File: src/rtl/dmem_lsu.sv
// Load/store initiator for the 4 KB big-endian data memory; sub-word stores are read-modify-write. Optional DMEM_LSU_ALIGN_CHECK_EN flags misaligned halfword/word accesses.
// Latency accept->resp_valid: load MEM_RD_LAT+1, word store 2, sub-word store MEM_RD_LAT+2, error 1.
// One request in flight; req_ready is low from acceptance until the cycle after resp_valid, and req_valid while busy is ignored.
module dmem_lsu #(
    parameter int MEM_RD_LAT = 1
) (
    input  logic        clk,
    input  logic        rst,
    input  logic        req_valid,
    output logic        req_ready,
    input  logic        req_we,
    input  logic [1:0]  req_size,
    input  logic        req_signed,
    input  logic [11:0] req_addr,
    input  logic [31:0] req_wdata,
    output logic        resp_valid,
    output logic [31:0] resp_rdata,
    output logic        resp_err,
    output logic [11:0] mem_addr,
    output logic        mem_wr,
    output logic        mem_r,
    output logic [31:0] mem_wdata,
    input  logic [31:0] mem_rdata
);
    typedef enum logic [1:0] {IDLE, RD, WR, RESP} state_t;

    state_t      state;
    logic [1:0]  size_q;
    logic        we_q;
    logic        sgn_q;
    logic [31:0] wdata_q;
    logic [7:0]  cnt;
    logic        req_bad;

    always_comb begin
        req_bad = (req_size == 2'b11);
`ifdef DMEM_LSU_ALIGN_CHECK_EN
        if ((req_size == 2'b01 && req_addr[0]) || (req_size == 2'b10 && req_addr[1:0] != 2'b00))
            req_bad = 1'b1;
`endif
    end

    // Big-endian: the addressed byte/halfword sits at the top of the fetched word.
    function automatic logic [31:0] load_ext(input logic [31:0] rd, input logic [1:0] sz, input logic sg);
        case (sz)
            2'b00:   return {{24{sg & rd[31]}}, rd[31:24]};
            2'b01:   return {{16{sg & rd[31]}}, rd[31:16]};
            default: return rd;
        endcase
    endfunction

    function automatic logic [31:0] store_merge(input logic [31:0] rd, input logic [31:0] wd, input logic [1:0] sz);
        if (sz == 2'b00)
            return {wd[7:0], rd[23:0]};
        return {wd[15:0], rd[15:0]};
    endfunction

    always_ff @(posedge clk) begin
        if (rst) begin
            state      <= IDLE;
            req_ready  <= 1'b1;
            resp_valid <= 1'b0;
            resp_err   <= 1'b0;
            resp_rdata <= 32'd0;
            mem_addr   <= 12'd0;
            mem_wr     <= 1'b0;
            mem_r      <= 1'b0;
            mem_wdata  <= 32'd0;
            size_q     <= 2'b00;
            we_q       <= 1'b0;
            sgn_q      <= 1'b0;
            wdata_q    <= 32'd0;
            cnt        <= 8'd0;
        end else begin
            case (state)
                IDLE: begin
                    if (req_valid && req_ready) begin
                        req_ready <= 1'b0;
                        size_q    <= req_size;
                        we_q      <= req_we;
                        sgn_q     <= req_signed;
                        wdata_q   <= req_wdata;
                        cnt       <= 8'd0;
                        if (req_bad) begin
                            state      <= RESP;
                            resp_valid <= 1'b1;
                            resp_err   <= 1'b1;
                            resp_rdata <= 32'd0;
                        end else if (!req_we || req_size != 2'b10) begin
                            state    <= RD;
                            mem_r    <= 1'b1;
                            mem_addr <= req_addr;
                        end else begin
                            state     <= WR;
                            mem_wr    <= 1'b1;
                            mem_addr  <= req_addr;
                            mem_wdata <= req_wdata;
                        end
                    end
                end
                RD: begin
                    if (cnt == 8'(MEM_RD_LAT - 1)) begin
                        mem_r <= 1'b0;
                        if (we_q) begin
                            state     <= WR;
                            mem_wr    <= 1'b1;
                            mem_wdata <= store_merge(mem_rdata, wdata_q, size_q);
                        end else begin
                            state      <= RESP;
                            resp_valid <= 1'b1;
                            resp_err   <= 1'b0;
                            resp_rdata <= load_ext(mem_rdata, size_q, sgn_q);
                        end
                    end else begin
                        cnt <= cnt + 8'd1;
                    end
                end
                WR: begin
                    mem_wr     <= 1'b0;
                    state      <= RESP;
                    resp_valid <= 1'b1;
                    resp_err   <= 1'b0;
                    resp_rdata <= 32'd0;
                end
                default: begin
                    resp_valid <= 1'b0;
                    resp_err   <= 1'b0;
                    req_ready  <= 1'b1;
                    state      <= IDLE;
                end
            endcase
        end
    end
endmodule

File: config.mk
export PLATFORM = sky130hd
export DESIGN_NAME = dmem_lsu
export DESIGN_NICKNAME = d
export VERILOG_FILES = /design/src/rtl/dmem_lsu.sv
export SDC_FILE = /design/constraint.sdc
export NUM_CORES = 1
export LEC_CHECK = 0
export ABC_AREA = 1
export ABC_CLOCK_PERIOD_IN_PS = 4270
export BUFFER_PORTS_ARGS = -buffer_cell sky130_fd_sc_hd__buf_2
export CAP_MARGIN = 25
export CORE_MARGIN = 4
export CORE_UTILIZATION = 30
export CTS_CLUSTER_DIAMETER = 60
export DETAILED_ROUTE_END_ITERATION = 10
export PLACE_DENSITY = 0.55
export SLEW_MARGIN = 15
export SYNTH_ARGS = -nofsm -noshare
export SYNTH_HDL_FRONTEND = slang
export SYNTH_SLANG_ARGS = --single-unit
File: constraint.sdc
create_clock -name clk -period 4.27 [get_ports clk]
set_input_delay 0.854 -clock clk [delete_from_list [all_inputs] [get_ports clk]]
set_output_delay 0.854 -clock clk [all_outputs]
set_load 0.03 [all_outputs]
==> impl_metrics.ini, run 1 <==
[floorplan]
core_um2 = 18900
dieWidth_um = 147
io_pins = 164
initial_core_util_pct = 30.8
rows = 50
die_h_um = 147
dieArea_um2 = 21700

[power_and_ir_drop]
switchingPower_mw = 2.96
vdd_ir_drop_max_mv = 0.281
power.internal_mw = 2.85
p_leak_nw = 3.58
p_per_area_nw_per_um2 = 820
clockPowerShare_pct = 14.6
swShare_pct = 50.9
combPwrFrac_pct = 57.4
total_power_mw = 5.82
power.share.sequential_pct = 28.0

[route]
wl_um = 18500
firstDrtPassIters = 5
drtIter0Drc = 496
viasPerCell = 4.46
remaining_drc_errors = 0
wl_per_cell_um = 14.5
vias = 5679
final_antenna_net_count = 0

[synthesis]
syn_avg_cell_area_um2 = 6.67
synth_nets = 963
synth_seq_cells = 111
synthArstFlopShare_pct = 0
seq_area_frac_synth_pct = 38.1
synth_top_area_share_pct = 38.1
synth_edf_count = 0
ys_types = 32
synth_area_um2 = 5830
yosysMostFrequentCell = nand2_1
yosysWarnings = 0
synthCells = 874
post-synth-top-area-cell = dfxtp_1
yosys-top-cells-area = dfxtp_1 (38%), nand2_1 (15%), nor2_1 (7.9%)
synthFlopType = dfxtp_1
ys_top_cells_by_count = nand2_1 (230), nor2_1 (123), dfxtp_1 (111)

[timing]
slew_viol_final = 0
max_clock_freq_mhz = 416
min_period_over_period_pct = 56.3
finalSetupTns_ns = 0
slew_headroom_pct = 37.1
fin_skew_ns = 0.00806
rsz0062_at_grt = false
fin_crit_ns = 2.40
timing.hold.ws_ns = 0.453
final_hold_viol_count = 0
worst_slew_pin_slew_ns = 0.942
setup_viol = 0

[final_layout]
instances_no_fill = 1272
nets = 1095
drive_gt1_share_pct = 23.2
area_growth_pct = 21.8

[placement]
portBuffers = 163
dpl.cell_count = 1252
routabilityCongestion = 0.849
hpwl_um = 13600

[setup_path]
end_kind = register
crit_required_ns = 4.53
critical_path_class = register to register
crit_fanout = 65
r2r-start = state[1]$_SDFFE_PP0P_
reg2reg_depth = 10
worstReg2RegEnd = resp_rdata[22]$_SDFFE_PP0P_
arrival_ns = 2.66
start_kind = register
regToRegSetupSlack_ns = 1.87

[min_path]
hold_depth = 2
min_path_type = register to register
min_to = wdata_q[11]$_SDFFE_PP0P_
min-delay-start = wdata_q[11]$_SDFFE_PP0P_

[cts]
cts_tree = yes
clockRootBuffer = clkbuf_16
cts_setup_buffers = 0
post_cts_resized = 0
clock-sinks = 111
clk_latency_ns = 0.36
clk_path_buf_depth = 2
hold_buffers = 0
cts_buffers = 9
htree_levels = 3
path_clk_slew_ns = 0.08

[grt]
grt_max_degree = 66
use_met3_pct = 2.93
top_usage_layer = met2
overflow = 0
grt.met1_usage_pct = 22.1
antenna_found_initial = 2
grt_use_met2_pct = 28.5
grt_pass1_wl_um = 29300
track_usage_pct = 16.9
grt_pass1_vias = 5472

[run_status]
run_status = complete, no violations

[job]
drv_cap = 0
## power by group through the flow
stage,clock network [mW],logic (mW),registers [mW]
finish,0.850,3.34,1.63
global route,0.914,3.75,1.68
CTS,0.878,3.33,1.65
detailed placement,0,3.32,1.67
global placement,0,3.30,1.67
floorplan,0,1.97,2.26
## per-stage QoR
step                utilization, %  instance area, um2  worst slack (ns)
global placement              35.7                6740              1.77
floorplan                        -                5830              2.40
finish                        37.5                7090              1.87
CTS                           37.3                7040              1.81
detailed placement            35.7                6750              1.74
global route                  37.5                7090              1.57
## layer usage
metal  vias up  routed length (um)
met5         -                  12
met4         2                 315
met3        20                 776
met1      2536                8490
met2       130                8890
li1       2991                   -
## critical path, cell delays in order (launching register included)
cell and delay [ns]:
dfxtp_1 0.34, inv_1 0.09, ha_2 0.60, inv_1 0.16, o21ai_1 0.15, inv_1 0.08, nand4_2 0.09, buf_4 0.50
nand2_1 0.12, nand2_1 0.09, nor2_1 0.05
## logic make-up after synthesis
| group | after synthesis | share of synthesized area, % |
|---|---|---|
| AO/OA/AOI/OAI | 111 | 10.5 |
| XOR/XNOR | 1 | 0.150 |
| adder cells (fa/ha/maj) | 6 | 1.29 |
| buffers and inverters | 151 | 11.2 |
| flip-flops | 111 | 38.1 |
| multiplexers | 16 | 2.75 |
| AND/OR/NAND/NOR | 478 | 35.9 |
## how the worst max path moves through the flow
stage	to	depth (start not counted)	slack, ns	startpoint
2_1_floorplan	mem_wdata[18]$_SDFFE_PP0P_	10	2.40	req_we
3_3_place_gp	mem_wdata[21]$_SDFFE_PP0P_	8	1.77	size_q[1]$_SDFFE_PP0P_
3_5_place_dp	mem_wdata[11]$_SDFFE_PP0P_	8	1.74	req_valid
4_1_cts	mem_wdata[21]$_SDFFE_PP0P_	8	1.81	size_q[1]$_SDFFE_PP0P_
5_1_grt	resp_rdata[3]$_SDFFE_PP0P_	10	1.57	state[1]$_SDFFE_PP0P_
6_report	resp_rdata[22]$_SDFFE_PP0P_	10	1.87	state[1]$_SDFFE_PP0P_
## registers in the layout (all words and copies together) (netlist names)
signal	count
cnt	8
mem_r	1
wdata_q	16
resp_err	1
state	2
sgn_q	1
resp_rdata	32
req_ready	1
mem_wdata	32
we_q	1
mem_wr	1
mem_addr	12
resp_valid	1
size_q	2
## layout make-up
class | count | area [um2]
Antenna cell | 1 | 2.50
Clock buffer | 11 | 253
Clock inverter | 5 | 38.8
Fill cell | 2204 | 11800
Inverter | 99 | 372
Multi-Input combinational cell | 612 | 2950
Sequential cell | 111 | 2220
Tap cell | 260 | 325
Timing Repair Buffer | 173 | 928
## cell usage in the layout (no fill, tap or decap), drive strengths merged
cell type,count
a211oi,8
a21oi,48
a22oi,1
buf,172
clkbuf,12
clkinv,2
clkinvlp,1
dfxtp,111
diode,1
ha,6
inv,101
mux2i,16
nand2,234
nand3,61
nand3b,17
nand4,5
nor2,158
nor3,2
nor3b,1
o211ai,1
o21ai,45
o21bai,8
xor2,1
No activity file was read; power rests on OpenSTA's default activity.
==> run 2, diff against run 1 <==
--- a/config.mk
+++ b/config.mk
@@ -6,7 +6,7 @@
 export NUM_CORES = 1
 export LEC_CHECK = 0
 export ABC_AREA = 1
-export ABC_CLOCK_PERIOD_IN_PS = 4270
+export ABC_CLOCK_PERIOD_IN_PS = 2300
 export BUFFER_PORTS_ARGS = -buffer_cell sky130_fd_sc_hd__buf_2
 export CAP_MARGIN = 25
 export CORE_MARGIN = 4
==> constraint.sdc (replaced) <==
create_clock -name clk -period 2.3 [get_ports clk]
set_input_delay 0.46 -clock clk [delete_from_list [all_inputs] [get_ports clk]]
set_output_delay 0.46 -clock clk [all_outputs]
set_load 0.03 [all_outputs]
==> impl_metrics.ini, run 2 (same netlist as run 1, synthesis figures left out) <==
[run_status]
run_status = complete, no violations

[power_and_ir_drop]
vdd_ir_drop_max_mv = 0.513
p_per_area_nw_per_um2 = 1520
p_leak_nw = 3.60
total_power_mw = 10.9

[timing]
fin_skew_ns = 0.00734
final_hold_viol_count = 0
worst_slew_pin_slew_ns = 0.460
rsz0062_at_grt = false
setup_viol = 0
fin_ws_ns = 0.374
timing.hold.ws_ns = 0.336
min_period_over_period_pct = 83.7
fin_crit_ns = 1.93
max_clock_freq_mhz = 519
finalSetupTns_ns = 0
slew_headroom_pct = 69.3
slew_viol_final = 0

[cts]
clk_latency_ns = 0.37
clk_path_buf_depth = 2
clockRootBuffer = clkbuf_16
cts_setup_buffers = 0
hold_buffers = 0
clock-sinks = 111
path_clk_slew_ns = 0.08
cts_buffers = 9
post_cts_resized = 0
cts_tree = yes
htree_levels = 3

[setup_path]
arrival_ns = 2.24
critical_path_class = register to register
worstReg2RegEnd = cnt[3]$_SDFFE_PP0P_
start_kind = register
cp_top_family = simple AND/OR/NAND/NOR gates
r2r-start = state[0]$_SDFFE_PP0P_
crit_required_ns = 2.61
crit_buf_inv = 2
cp_cell_sequence = inv_1 -> ha_1 -> nand2_4 -> inv_1 -> nor2_4 -> nand2_1 -> o21ai_0 -> nand2_1 -> nor2_1
crit_path_top_delay_cell = dfxtp_1
crit_fanout = 9
regToRegSetupSlack_ns = 0.37
end_kind = register
reg2reg_depth = 9
critPathMaxStageDelay_ns = 0.39

[route]
final_antenna_net_count = 0
viasPerCell = 4.42
drtIter0Drc = 356
remaining_drc_errors = 0
wl_per_cell_um = 14.4
vias = 5662
firstDrtPassIters = 6
wl_um = 18400

[min_path]
min-delay-start = req_addr[6]
hold_depth = 3
min_to = mem_addr[6]$_SDFFE_PP0P_
min_path_type = primary input to register

[grt]
top_usage_layer = met2
grt_use_met2_pct = 28.2
use_met3_pct = 3.95
grt_pass1_vias = 5628
overflow = 0
grt_pass1_wl_um = 29700
antenna_found_initial = 1
grt_max_degree = 66
track_usage_pct = 17.1
grt.met1_usage_pct = 22.2

[final_layout]
top_regs = mem_wdata (32), resp_rdata (32), wdata_q (16)
design_area_um2 = 7140
final_util_pct = 37.8
nets = 1103
final_common_cell = nand2_1
instances_no_fill = 1280
area_growth_pct = 22.6
multiInputGateArea_um2 = 2950
final_cell_mix = nand2_1 (230), buf_2 (163), nor2_1 (123)
fillers = 2146
regArea_um2 = 2220
drive_gt1_share_pct = 23.8

[placement]
dpl_cell_area_um2 = 6850
dpl.cell_count = 1262
routabilityCongestion = 0.847
place_ws_ns = 0.425
hpwl_um = 13700
portBuffers = 163

[floorplan]
die_h_um = 147
dieArea_um2 = 21700
core_um2 = 18900
io_pins = 164
dieWidth_um = 147
initial_core_util_pct = 30.8
rows = 50

[job]
drv_cap = 0
run 2: cell count changes in the layout (fill, tap and decap cells not counted):
cell | previous run | this run
buf_4 | 7 | 15
clkinvlp_4 | 1 | 4
buf_12 | 1 | 3
clkbuf_8 | 2 | 0
buf_8 | 1 | 0
clkbuf_16 | 10 | 9
clkinv_2 | 1 | 0
run 2: final cells by class:
class	instances	area share, %
diodes	1	0.0350
well taps	260	4.55
multi-input cells	612	41.3
clock buffers	9	3.15
inverters	99	5.20
flip-flops and latches	111	31.1
clock inverters	7	0.788
repair buffers	181	13.8
run 2: tightest hold or removal path: stages:
cell	delay (ns)
buf_2	0.07
o21ai_0	0.07
nor2_1	0.07
run 2: worst max-delay path by stage:
stage,start,to,slack [ns],cells after the start
after floorplan,state[0]$_SDFFE_PP0P_,mem_wdata[20]$_SDFFE_PP0P_,0.66,10
after global placement,state[1]$_SDFFE_PP0P_,cnt[2]$_SDFFE_PP0P_,0.48,7
after detailed placement,state[0]$_SDFFE_PP0P_,cnt[3]$_SDFFE_PP0P_,0.42,9
after CTS,state[0]$_SDFFE_PP0P_,mem_addr[9]$_SDFFE_PP0P_,0.41,8
after global routing,state[1]$_SDFFE_PP0P_,resp_rdata[6]$_SDFFE_PP0P_,0.26,10
final,state[0]$_SDFFE_PP0P_,cnt[3]$_SDFFE_PP0P_,0.37,9
run 2: power breakdown:
group          switching, mW  internal, mW  leakage, nW
sequential             0.356          2.66        0.912
clock                  0.800         0.746        0.125
combinational           4.37          1.95         2.56
total                   5.52          5.36         3.60
run 2: per-layer routing:
layer | vias up | routed length, um | part of all wire (%)
met4 | 2 | 466 | 2.5
met2 | 121 | 8520 | 46
met1 | 2509 | 8630 | 47
li1 | 3005 | - | -
met5 | - | 12 | 0.065
met3 | 25 | 801 | 4.3
==> run 3, diff against run 2 <==
--- a/config.mk
+++ b/config.mk
@@ -6,14 +6,14 @@
 export NUM_CORES = 1
 export LEC_CHECK = 0
 export ABC_AREA = 1
-export ABC_CLOCK_PERIOD_IN_PS = 2300
+export ABC_CLOCK_PERIOD_IN_PS = 1680
 export BUFFER_PORTS_ARGS = -buffer_cell sky130_fd_sc_hd__buf_2
 export CAP_MARGIN = 25
 export CORE_MARGIN = 4
 export CORE_UTILIZATION = 30
 export CTS_CLUSTER_DIAMETER = 60
 export DETAILED_ROUTE_END_ITERATION = 10
-export PLACE_DENSITY = 0.55
+export PLACE_DENSITY = 0.57
 export SLEW_MARGIN = 15
 export SYNTH_ARGS = -nofsm -noshare
 export SYNTH_HDL_FRONTEND = slang
==> constraint.sdc (replaced) <==
create_clock -name clk -period 1.68 [get_ports clk]
set_input_delay 0.336 -clock clk [delete_from_list [all_inputs] [get_ports clk]]
set_output_delay 0.336 -clock clk [all_outputs]
set_load 0.03 [all_outputs]
==> impl_metrics.ini, run 3 (same netlist as run 1, synthesis figures left out) <==
[run_status]
run_status = finished, violations left
violations = setup timing

[route]
firstDrtPassIters = 5
drtIter0Drc = 418
vias = 6225
wl_per_cell_um = 15.8
viasPerCell = 4.64
final_antenna_net_count = 0
remaining_drc_errors = 0
wl_um = 21200

[grt]
grt_pass1_wl_um = 30900
grt_max_degree = 39
grt_pass1_vias = 5759
track_usage_pct = 17.9
antenna_found_initial = 1
overflow = 0

[placement]
hpwl_um = 13800
dpl.cell_count = 1290
routabilityCongestion = 0.819
portBuffers = 163

[setup_path]
critPathMaxStageDelay_ns = 0.33
crit_buf_inv = 5
crit_required_ns = 1.94
cp_top_family = buffers and inverters
arrival_ns = 1.98
cp.depth = 10
crit_fanout = 8
critical_path_class = register to register
crit_path_top_delay_cell = dfxtp_2
cp_cell_sequence = buf_6 -> ha_4 -> inv_2 -> o21ai_1 -> inv_1 -> nand4_4 -> buf_12 -> clkbuf_16 -> a21oi_2 -> nor2_1
end_kind = register
start_kind = register
reg2reg_depth = 10

[cts]
cts_buffers = 9
clk_latency_ns = 0.36
htree_levels = 3
clk_path_buf_depth = 2
cts_tree = yes
clockRootBuffer = clkbuf_16
clock-sinks = 111
path_clk_slew_ns = 0.08
hold_buffers = 0

[final_layout]
top_regs = mem_wdata (32), resp_rdata (32), wdata_q (16)
final_cell_mix = nand2_1 (196), buf_2 (163), dfxtp_1 (107)
antenna_cells = 0
drive_gt1_share_pct = 38.4
fillers = 1992
area_growth_pct = 45.3
instances_no_fill = 1341
final_common_cell = nand2_1
nets = 1165

[floorplan]
initial_core_util_pct = 30.8
core_um2 = 18900
dieWidth_um = 147
rows = 50
dieArea_um2 = 21700
die_h_um = 147
io_pins = 164

[power_and_ir_drop]
vdd_ir_drop_max_mv = 1.03
total_power_mw = 19.2
p_per_area_nw_per_um2 = 2270
p_leak_nw = 4.11

[timing]
setup_viol = 14
slew_viol_final = 0
fin_crit_ns = 1.72
slew_headroom_pct = 58.5
final_hold_viol_count = 0
rsz0062_at_grt = true
min_period_over_period_pct = 103
worst_slew_pin_slew_ns = 0.622
max_clock_freq_mhz = 581
fin_skew_ns = 0.0117
fin_ws_ns = -0.0423
timing.hold.ws_ns = 0.206

[job]
drv_cap = 0

[min_path]
hold_depth = 3
min_path_type = primary input to register
[run 3: cell count changes in the layout (fill, tap and decap cells not counted), moves of 11 or more]
cell     change
nand2_4     +12
inv_1       -14
buf_4       +21
nor2_2      +25
nor2_1      -35
inv_2       +11
nand2_2     +21
nand2_1     -34
buf_6       +20
a21oi_1     -11
[run 3: where the power goes]
group / internal [mW] / switching, mW / leakage [nW]
registers: 3.66 / 0.537 / 0.914
logic: 5.23 / 7.62 / 3.06
clock network: 1.04 / 1.13 / 0.139
total: 9.92 / 9.29 / 4.11
[run 3: stage by stage]
step / util (%) / worst slack [ns] / instance area [um2] / TNS [ns]
2_1_floorplan: - / 0.0357 / 5830 / 0
3_3_place_gp: 37.8 / -0.0264 / 7140 / -0.553
3_5_place_dp: 37.8 / -0.0931 / 7140 / -2.91
4_1_cts: 41.3 / -0.0181 / 7810 / -0.0884
5_1_grt: 44.8 / -0.112 / 8460 / -6.18
6_report: 44.8 / -0.0423 / 8460 / -0.224
[run 3: tightest hold or removal path, stage by stage]
cell     delay (ns)
buf_2          0.07
o21ai_0        0.07
nor2_1         0.07
[run 3: cell type report]
cell class,count,area [um2],share of cell area [%]
Tap cell,260,325,3.84
Inverter,99,382,4.51
Sequential cell,111,2230,26.3
Clock inverter,7,62.6,0.739
Multi-Input combinational cell,613,3410,40.3
Clock buffer,9,225,2.66
Timing Repair Buffer,242,1830,21.6
[run 3: what timing repair did]
action	CTS	global route
endpoints found under the setup margin	62	94
gates resized for setup	32	139
cloned	7	8
hold endpoints to repair	0	0
setup buffers	11	11
pin swaps	4	37
[run 3: worst paths after layout]
| check | from | to | slack (ns) |
|---|---|---|---|
| max | state[0]$_SDFFE_PP0P_ | resp_rdata[10]$_SDFFE_PP0P_ | -0.04 |
| min | req_addr[1] | mem_addr[1]$_SDFFE_PP0P_ | 0.21 |
| max reg2reg | state[0]$_SDFFE_PP0P_ | resp_rdata[10]$_SDFFE_PP0P_ | -0.04 |
| min reg2reg | wdata_q[12]$_SDFFE_PP0P_ | wdata_q[12]$_SDFFE_PP0P_ | 0.45 |
[run 3: metal layers]
metal,part of all wire (%),routed length [um],vias to the layer above,GRT usage (%)
li1,-,-,3135,-
met1,45,9450,2879,23.3
met2,48,10200,186,30.1
met3,5.7,1210,23,3.42
met4,1.5,324,2,5.78
met5,0.061,13,-,0
